[src/rtl/rx_addr_filter.sv]
`default_nettype none
// ============================================================================
// Module   : rx_addr_filter
// Purpose  : WimpFi receive address filter with a first-word-fall-through
//            byte FIFO. Optional macro: RX_FILTER_PROMISC_EN (adds promisc).
// Revision : 1.0 - initial release
// ============================================================================
module rx_addr_filter #(
  parameter int DEPTH = 16
) (
  input  logic       clk,
  input  logic       reset,
`ifdef RX_FILTER_PROMISC_EN
  input  logic       promisc,
`endif
  input  logic [7:0] src_mac,
  input  logic [7:0] rx_byte,
  input  logic       rx_valid,
  input  logic       rx_sof,
  input  logic       rx_eof,
  input  logic       rx_err,
  input  logic       rd_en,
  output logic [7:0] rd_data,
  output logic       rd_last,
  output logic       empty,
  output logic       frame_accept,
  output logic       frame_drop,
  output logic       frame_abort,
  output logic       overflow,
  output logic [7:0] accept_cnt
);

  localparam int AW = $clog2(DEPTH);
  localparam logic [AW:0] c_PTR_ONE = 1;
  localparam logic [7:0]  c_BCAST   = 8'h2A;

  typedef enum logic [1:0] {
    ST_IDLE    = 2'd0,
    ST_PASS    = 2'd1,
    ST_DISCARD = 2'd2
  } state_t;

  state_t      r_state;
  state_t      w_state_nxt;
  logic        w_match;
  logic        w_wr;
  logic        w_last;
  logic        w_accept;
  logic        w_drop;
  logic        w_abort;
  logic        w_full;
  logic        w_empty;
  logic        w_push;
  logic        w_pop;

  logic [8:0]  r_mem [DEPTH];
  logic [AW:0] r_wptr;
  logic [AW:0] r_rptr;
  logic        r_frame_accept;
  logic        r_frame_drop;
  logic        r_frame_abort;
  logic        r_overflow;
  logic [7:0]  r_accept_cnt;

`ifdef RX_FILTER_PROMISC_EN
  assign w_match = promisc || (rx_byte == src_mac) || (rx_byte == c_BCAST);
`else
  assign w_match = (rx_byte == src_mac) || (rx_byte == c_BCAST);
`endif

  // rx_err dominates: a byte arriving with the error strobe is never processed.
  always_comb begin
    w_state_nxt = r_state;
    w_wr        = 1'b0;
    w_last      = 1'b0;
    w_accept    = 1'b0;
    w_drop      = 1'b0;
    w_abort     = 1'b0;
    if (rx_err) begin
      w_abort     = (r_state == ST_PASS);
      w_state_nxt = ST_IDLE;
    end else if (rx_valid && rx_sof) begin
      w_abort = (r_state == ST_PASS);
      if (w_match) begin
        w_wr        = 1'b1;
        w_last      = rx_eof;
        w_accept    = rx_eof;
        w_state_nxt = rx_eof ? ST_IDLE : ST_PASS;
      end else begin
        w_drop      = 1'b1;
        w_state_nxt = rx_eof ? ST_IDLE : ST_DISCARD;
      end
    end else if (rx_valid) begin
      case (r_state)
        ST_PASS: begin
          w_wr     = 1'b1;
          w_last   = rx_eof;
          w_accept = rx_eof;
          if (rx_eof) w_state_nxt = ST_IDLE;
        end
        ST_DISCARD: begin
          if (rx_eof) w_state_nxt = ST_IDLE;
        end
        default: ;
      endcase
    end
  end

  always_ff @(posedge clk) begin
    if (reset) r_state <= ST_IDLE;
    else       r_state <= w_state_nxt;
  end

  // Full is judged before any same-cycle pop, so a write into a full FIFO is lost.
  assign w_empty = (r_wptr == r_rptr);
  assign w_full  = (r_wptr[AW] != r_rptr[AW]) && (r_wptr[AW-1:0] == r_rptr[AW-1:0]);
  assign w_push  = w_wr && !w_full;
  assign w_pop   = rd_en && !w_empty;

  always_ff @(posedge clk) begin
    if (w_push) r_mem[r_wptr[AW-1:0]] <= {w_last, rx_byte};
  end

  always_ff @(posedge clk) begin
    if (reset) begin
      r_wptr         <= '0;
      r_rptr         <= '0;
      r_frame_accept <= 1'b0;
      r_frame_drop   <= 1'b0;
      r_frame_abort  <= 1'b0;
      r_overflow     <= 1'b0;
      r_accept_cnt   <= 8'd0;
    end else begin
      if (w_push) r_wptr <= r_wptr + c_PTR_ONE;
      if (w_pop)  r_rptr <= r_rptr + c_PTR_ONE;
      if (w_wr && w_full) r_overflow <= 1'b1;
      if (w_accept) r_accept_cnt <= r_accept_cnt + 8'd1;
      r_frame_accept <= w_accept;
      r_frame_drop   <= w_drop;
      r_frame_abort  <= w_abort;
    end
  end

  assign rd_data      = r_mem[r_rptr[AW-1:0]][7:0];
  assign rd_last      = r_mem[r_rptr[AW-1:0]][8];
  assign empty        = w_empty;
  assign frame_accept = r_frame_accept;
  assign frame_drop   = r_frame_drop;
  assign frame_abort  = r_frame_abort;
  assign overflow     = r_overflow;
  assign accept_cnt   = r_accept_cnt;

endmodule
`default_nettype wire

[config.mk]
export PLATFORM = sky130hd
export DESIGN_NAME = rx_addr_filter
export DESIGN_NICKNAME = d
export VERILOG_FILES = /design/src/rtl/rx_addr_filter.sv
export SDC_FILE = /design/constraint.sdc
export NUM_CORES = 1
export LEC_CHECK = 0
export CORE_AREA = 4 4 140 142
export CTS_CLUSTER_SIZE = 28
export DETAILED_ROUTE_END_ITERATION = 10
export DIE_AREA = 0 0 144 146
export MAX_ROUTING_LAYER = met4
export PLACE_DENSITY = 0.65
export REMOVE_ABC_BUFFERS = 1
export SLEW_MARGIN = 0
export SYNTH_ARGS = -nofsm -noshare
export SYNTH_HDL_FRONTEND = slang
export SYNTH_SLANG_ARGS = --single-unit
[constraint.sdc]
create_clock -name clk -period 7.5 [get_ports clk]
set_clock_uncertainty 0.2 [all_clocks]
set_input_delay 1.5 -clock clk [delete_from_list [all_inputs] [get_ports clk]]
set_output_delay 1.5 -clock clk [all_outputs]
set_load 0.05 [all_outputs]
======== After elaboration in Yosys (flattened, before gate mapping) ========
Memories as Yosys holds them, arrays and structs flattened. A register that Yosys moved wholly into a read port is not among the register bits.
Cells that the tools add are included.
storage, ports and cells
  flip-flop bits (word level) ............. 24
  RAM bits ................................ 144
  input port bits ......................... 23
  output and inout port bits .............. 22
  word-level logic and storage cells ...... 59
  memories ................................ 1
cells by class
  add/sub/neg operators ................... 3
  equal/unequal tests ..................... 7
  mux-type cells .......................... 24
  bitwise logic cells ..................... 1
  reductions and logical operators ........ 15
memories
  name   depth  width  rd ports  clocked after memory_dff  wr ports  line  RTL
  r_mem  16     9      1         1                         1         56    logic [8:0] r_mem [DEPTH];
operator list
  cell                                                 number
  2-to-1 mux 1 bit                                     16
  2-to-1 mux 2 bit                                     6
  adder 5 x 1 -> 5 bit, second input constant          2
  adder 8 x 1 -> 8 bit, second input constant          1
  equality test 8 x 6 -> 1 bit, second input constant  1
  equality test 8 bit                                  1
  2-to-1 mux 4 bit                                     2
  nonzero test 2 bit                                   3
  equality test 5 bit                                  1
  logical AND 1 bit                                    5
  equality test 4 bit                                  1
  OR reduction 2 bit                                   2
  AND reduction 3 bit                                  1
  OR reduction 3 bit                                   1
  equality test 2 x 1 -> 1 bit, second input constant  1
  equality test 2 bit, second input constant           1
  zero test 1 bit                                      2
  logical OR 1 bit                                     1
  != test 1 bit                                        1
  inverter 1 bit                                       1

======== Logic depth before layout (Yosys ltp) ========
  word-level depth ........................ 8
  mapped depth ............................ 8
  gate-level depth less buffers ........... 7

======== Worst setup path after synthesis ========
Ideal clock, no wire load.
  path kind ............................... input to register
  start point ............................. input port src_mac[6]
  end point ............................... register r_wptr[4]
  setup time .............................. 0.121 ns
  data arrival time ....................... 3.266 ns
  required time ........................... 7.179 ns
  slack ................................... 3.913 ns
  stages .................................. 5
  path buffers ............................ 0
  cells stage by stage .................... xnor2_1 > nand4_1 > o211a_2 > nor3_1 > mux2_2
between the ends
  cells in the longest elaborated chain, start to end .. 6
RTL lines
  element                 line  RTL
  start: declaration      16    input logic [7:0] src_mac,
  equality test 8 bit     68    assign w_match = (rx_byte == src_mac) || (rx_byte == c_BCAST);
  logical OR 1 bit        68
  2-to-1 mux 1 bit        84    if (w_match) begin
  2-to-1 mux 1 bit        82    end else if (rx_valid && rx_sof) begin
  2-to-1 mux 1 bit        79    if (rx_err) begin
  logical AND 1 bit       117   assign w_push = w_wr && !w_full;
  end signal: assignment  134   if (w_push) r_wptr <= r_wptr + c_PTR_ONE;
  end: declaration        57    logic [AW:0] r_wptr;
No other way between the ends.
A chain may end at the register's enable or synchronous reset.

==> impl_metrics.env <==
export IMPL_status="finished clean"
export IMPL_cts_buffers=17
export IMPL_port_buffers=44
export IMPL_final_common_cell="edfxtp_1"
export IMPL_seq_area_frac_synth_pct=69.6
export IMPL_worstMarginPinSlew_ps=887
export IMPL_drt_total_wl_um=14400
export IMPL_die_height_um=146
export IMPL_syn_area_mm2=0.00702
export IMPL_irDropWorstVdd_uv=182
export IMPL_period_needed_ps=4940
export IMPL_placementRows=50
export IMPL_finalPower_mw=2.06
export IMPL_vias=3559
export IMPL_cts_tree="yes"
export IMPL_track_usage_pct=14.9
export IMPL_hold_viol=0
export IMPL_synth_edf_count=144
export IMPL_worst_setup_path_type="register to output pin"
export IMPL_hold_slack_ps=269
export IMPL_endpoint_kind="output pin"
export IMPL_hold_buffers=0
export IMPL_grt_pass1_wl_um=22300
export IMPL_fp_dieW_um=144
export IMPL_synth_flop_cell="edfxtp_1"
export IMPL_grt_overflow=0
export IMPL_drt_first_pass_iters=4
export IMPL_insertion_delay_ps=430
export IMPL_start_util_pct=38.0
export IMPL_path_max_fanout=36
export IMPL_drv_cap=0
export IMPL_ant_nets=0
export IMPL_postPlaceCellArea_mm2=0.00771
export IMPL_io_pins=45
export IMPL_h_tree_depth=4
export IMPL_post_cts_setup_buffer_count=0
export IMPL_grt_max_degree=37
export IMPL_ys_types=44
export IMPL_clkPwrFrac_pct=44.2
export IMPL_final_net_count=462
export IMPL_setup_viol=0
export IMPL_cts_resized=0
export IMPL_diodes=0
export IMPL_p_switching_mw=0.411
export IMPL_syn_avg_cell_area_um2=18.5
export IMPL_coreArea_mm2=0.0185
export IMPL_avgRoutedWirePerCell_um=21.1
export IMPL_seqPwrFrac_pct=50.3
export IMPL_clock_path_buffers=2
export IMPL_postLayoutCellArea_mm2=0.00832
export IMPL_power_density_mw_per_mm2=248
export IMPL_hpwl_um=9490
export IMPL_p_int_mw=1.65
export IMPL_p_sw_share_pct=19.9
export IMPL_syn_inst=379
export IMPL_drc=0
export IMPL_synth_seq_cells=172
export IMPL_first_iter_violations=269
export IMPL_hold_path_class="register to register"
export IMPL_critical_path_startpoint_type="register"
export IMPL_fin_crit_sh_pct=65.8
export IMPL_yosysWarnings=0
export IMPL_avgViaCountPerCell=5.24
export IMPL_cts_sink_count=172
export IMPL_gp_congestion=0.835
export IMPL_max_freq_ghz=0.203
export IMPL_dieArea_mm2=0.0210
export IMPL_grt_setup_unrepaired="false"
export IMPL_cp_arrival_ps=3240
export IMPL_cp_required_ps=5800
export IMPL_tns_ps=0
export IMPL_grt_antenna_before_repair=0
export IMPL_syn2layout_area_growth_pct=18.6
export IMPL_combPwrFrac_pct=5.4
export IMPL_async_reset_ff_share_pct=0
export IMPL_drive_gt1_share_pct=17.1
export IMPL_final_cell_mix="edfxtp_1, clkdlybuf4s50_1, mux4_2"
export IMPL_leakage_nw=2.65
export IMPL_slew_headroom_pct=40.8
export IMPL_path_clk_slew_ps=60
export IMPL_grt_pass1_vias=3681
export IMPL_root_buffer="clkbuf_16"
export IMPL_drv_slew=0
==> area by class of cell <==
type	count	area, um^2
fill	1555	10100
sequential	172	4890
multi-input combinational	187	2030
timing repair buffer	50	485
clock buffer	22	454
tap	234	293
clock inverter	10	163
inverter	4	15.0
==> worst paths after layout <==
path / from / end / slack (ps) / depth (start not counted)
max reg2reg: r_state[0] / r_mem[1][4] / 4570 / 6
min: overflow / overflow / 270 / 2
max: register / rd_last / 2560 / 4
min reg2reg: overflow / overflow / 270 / 2
==> critical path, cell delays in order (launching register included) <==
cell             delay (ps)
dfxtp_2                 310
buf_4                   530
mux4_1                  740
mux4_2                  490
clkdlybuf4s50_1         730
==> power groups by stage <==
stage / clock (mW) / combinational [mW] / sequential (mW)
after detailed placement: 0 / 0.114 / 1.06
after CTS: 0.925 / 0.114 / 1.04
after global placement: 0 / 0.112 / 1.06
after floorplan: 0 / 0.0537 / 1.07
after global routing: 0.973 / 0.120 / 1.04
final: 0.911 / 0.112 / 1.04
==> per-stage QoR <==
stage               setup slack [ps]  std cells  util (%)
finish                          2560        679      45.1
global route                    2440        679      45.1
CTS                             2490        679      45.1
floorplan                       3040        363         -
detailed placement              2400        647      41.8
global placement                2460        647      41.8
==> cell usage after synthesis, drive strengths merged (2+ instances only) <==
cell	number	area share [%]
edfxtp	144	62
mux4	45	15
dfxtp	28	8.0
nor2	21	1.1
xnor2	13	1.6
and3	12	1.1
buf	10	0.95
o21ai	9	0.70
nand2	8	0.43
nor2b	8	0.71
a21oi	7	0.50
ha	7	1.2
clkbuf	6	0.36
mux2	6	0.96
nor3	6	0.43
nand2b	5	0.45
nand4	5	0.45
xor2	5	0.62
and2	4	0.36
inv	4	0.21
and4	3	0.37
mux2i	3	0.43
or3	3	0.27
nand3	2	0.14
nor3b	2	0.29
or4	2	0.21
==> flip-flops by register name (all words and copies together) (netlist names), named ones only <==
register	cells
frame_drop	1
r_state	2
r_wptr	5
r_rptr	5
accept_cnt	8
frame_accept	1
r_mem	144
overflow	1
frame_abort	1
==> cells by family (layout without fill, tap and decap cells) <==
group / after synthesis / in the layout / share of synthesized area [%]
flip-flops: 172 / 172 / 69.6
AND/OR/NAND/NOR: 86 / 86 / 6.88
multiplexers: 54 / 54 / 16.6
AO/OA/AOI/OAI: 22 / 22 / 1.91
buffers and inverters: 20 / 86 / 1.52
XOR/XNOR: 18 / 18 / 2.25
adder cells (fa/ha/maj): 7 / 7 / 1.25
==> routing by layer <==
| metal | vias up | part of all wire (%) | GRT usage (%) |
|---|---|---|---|
| li1 | 1638 | - | - |
| met1 | 1792 | 44 | 19.9 |
| met2 | 111 | 50 | 22.6 |
| met3 | 18 | 4.6 | 3.25 |
| met4 | 0 | 1.8 | 5.74 |
| met5 | - | 0 | - |
(Power assumes the default switching activity.)
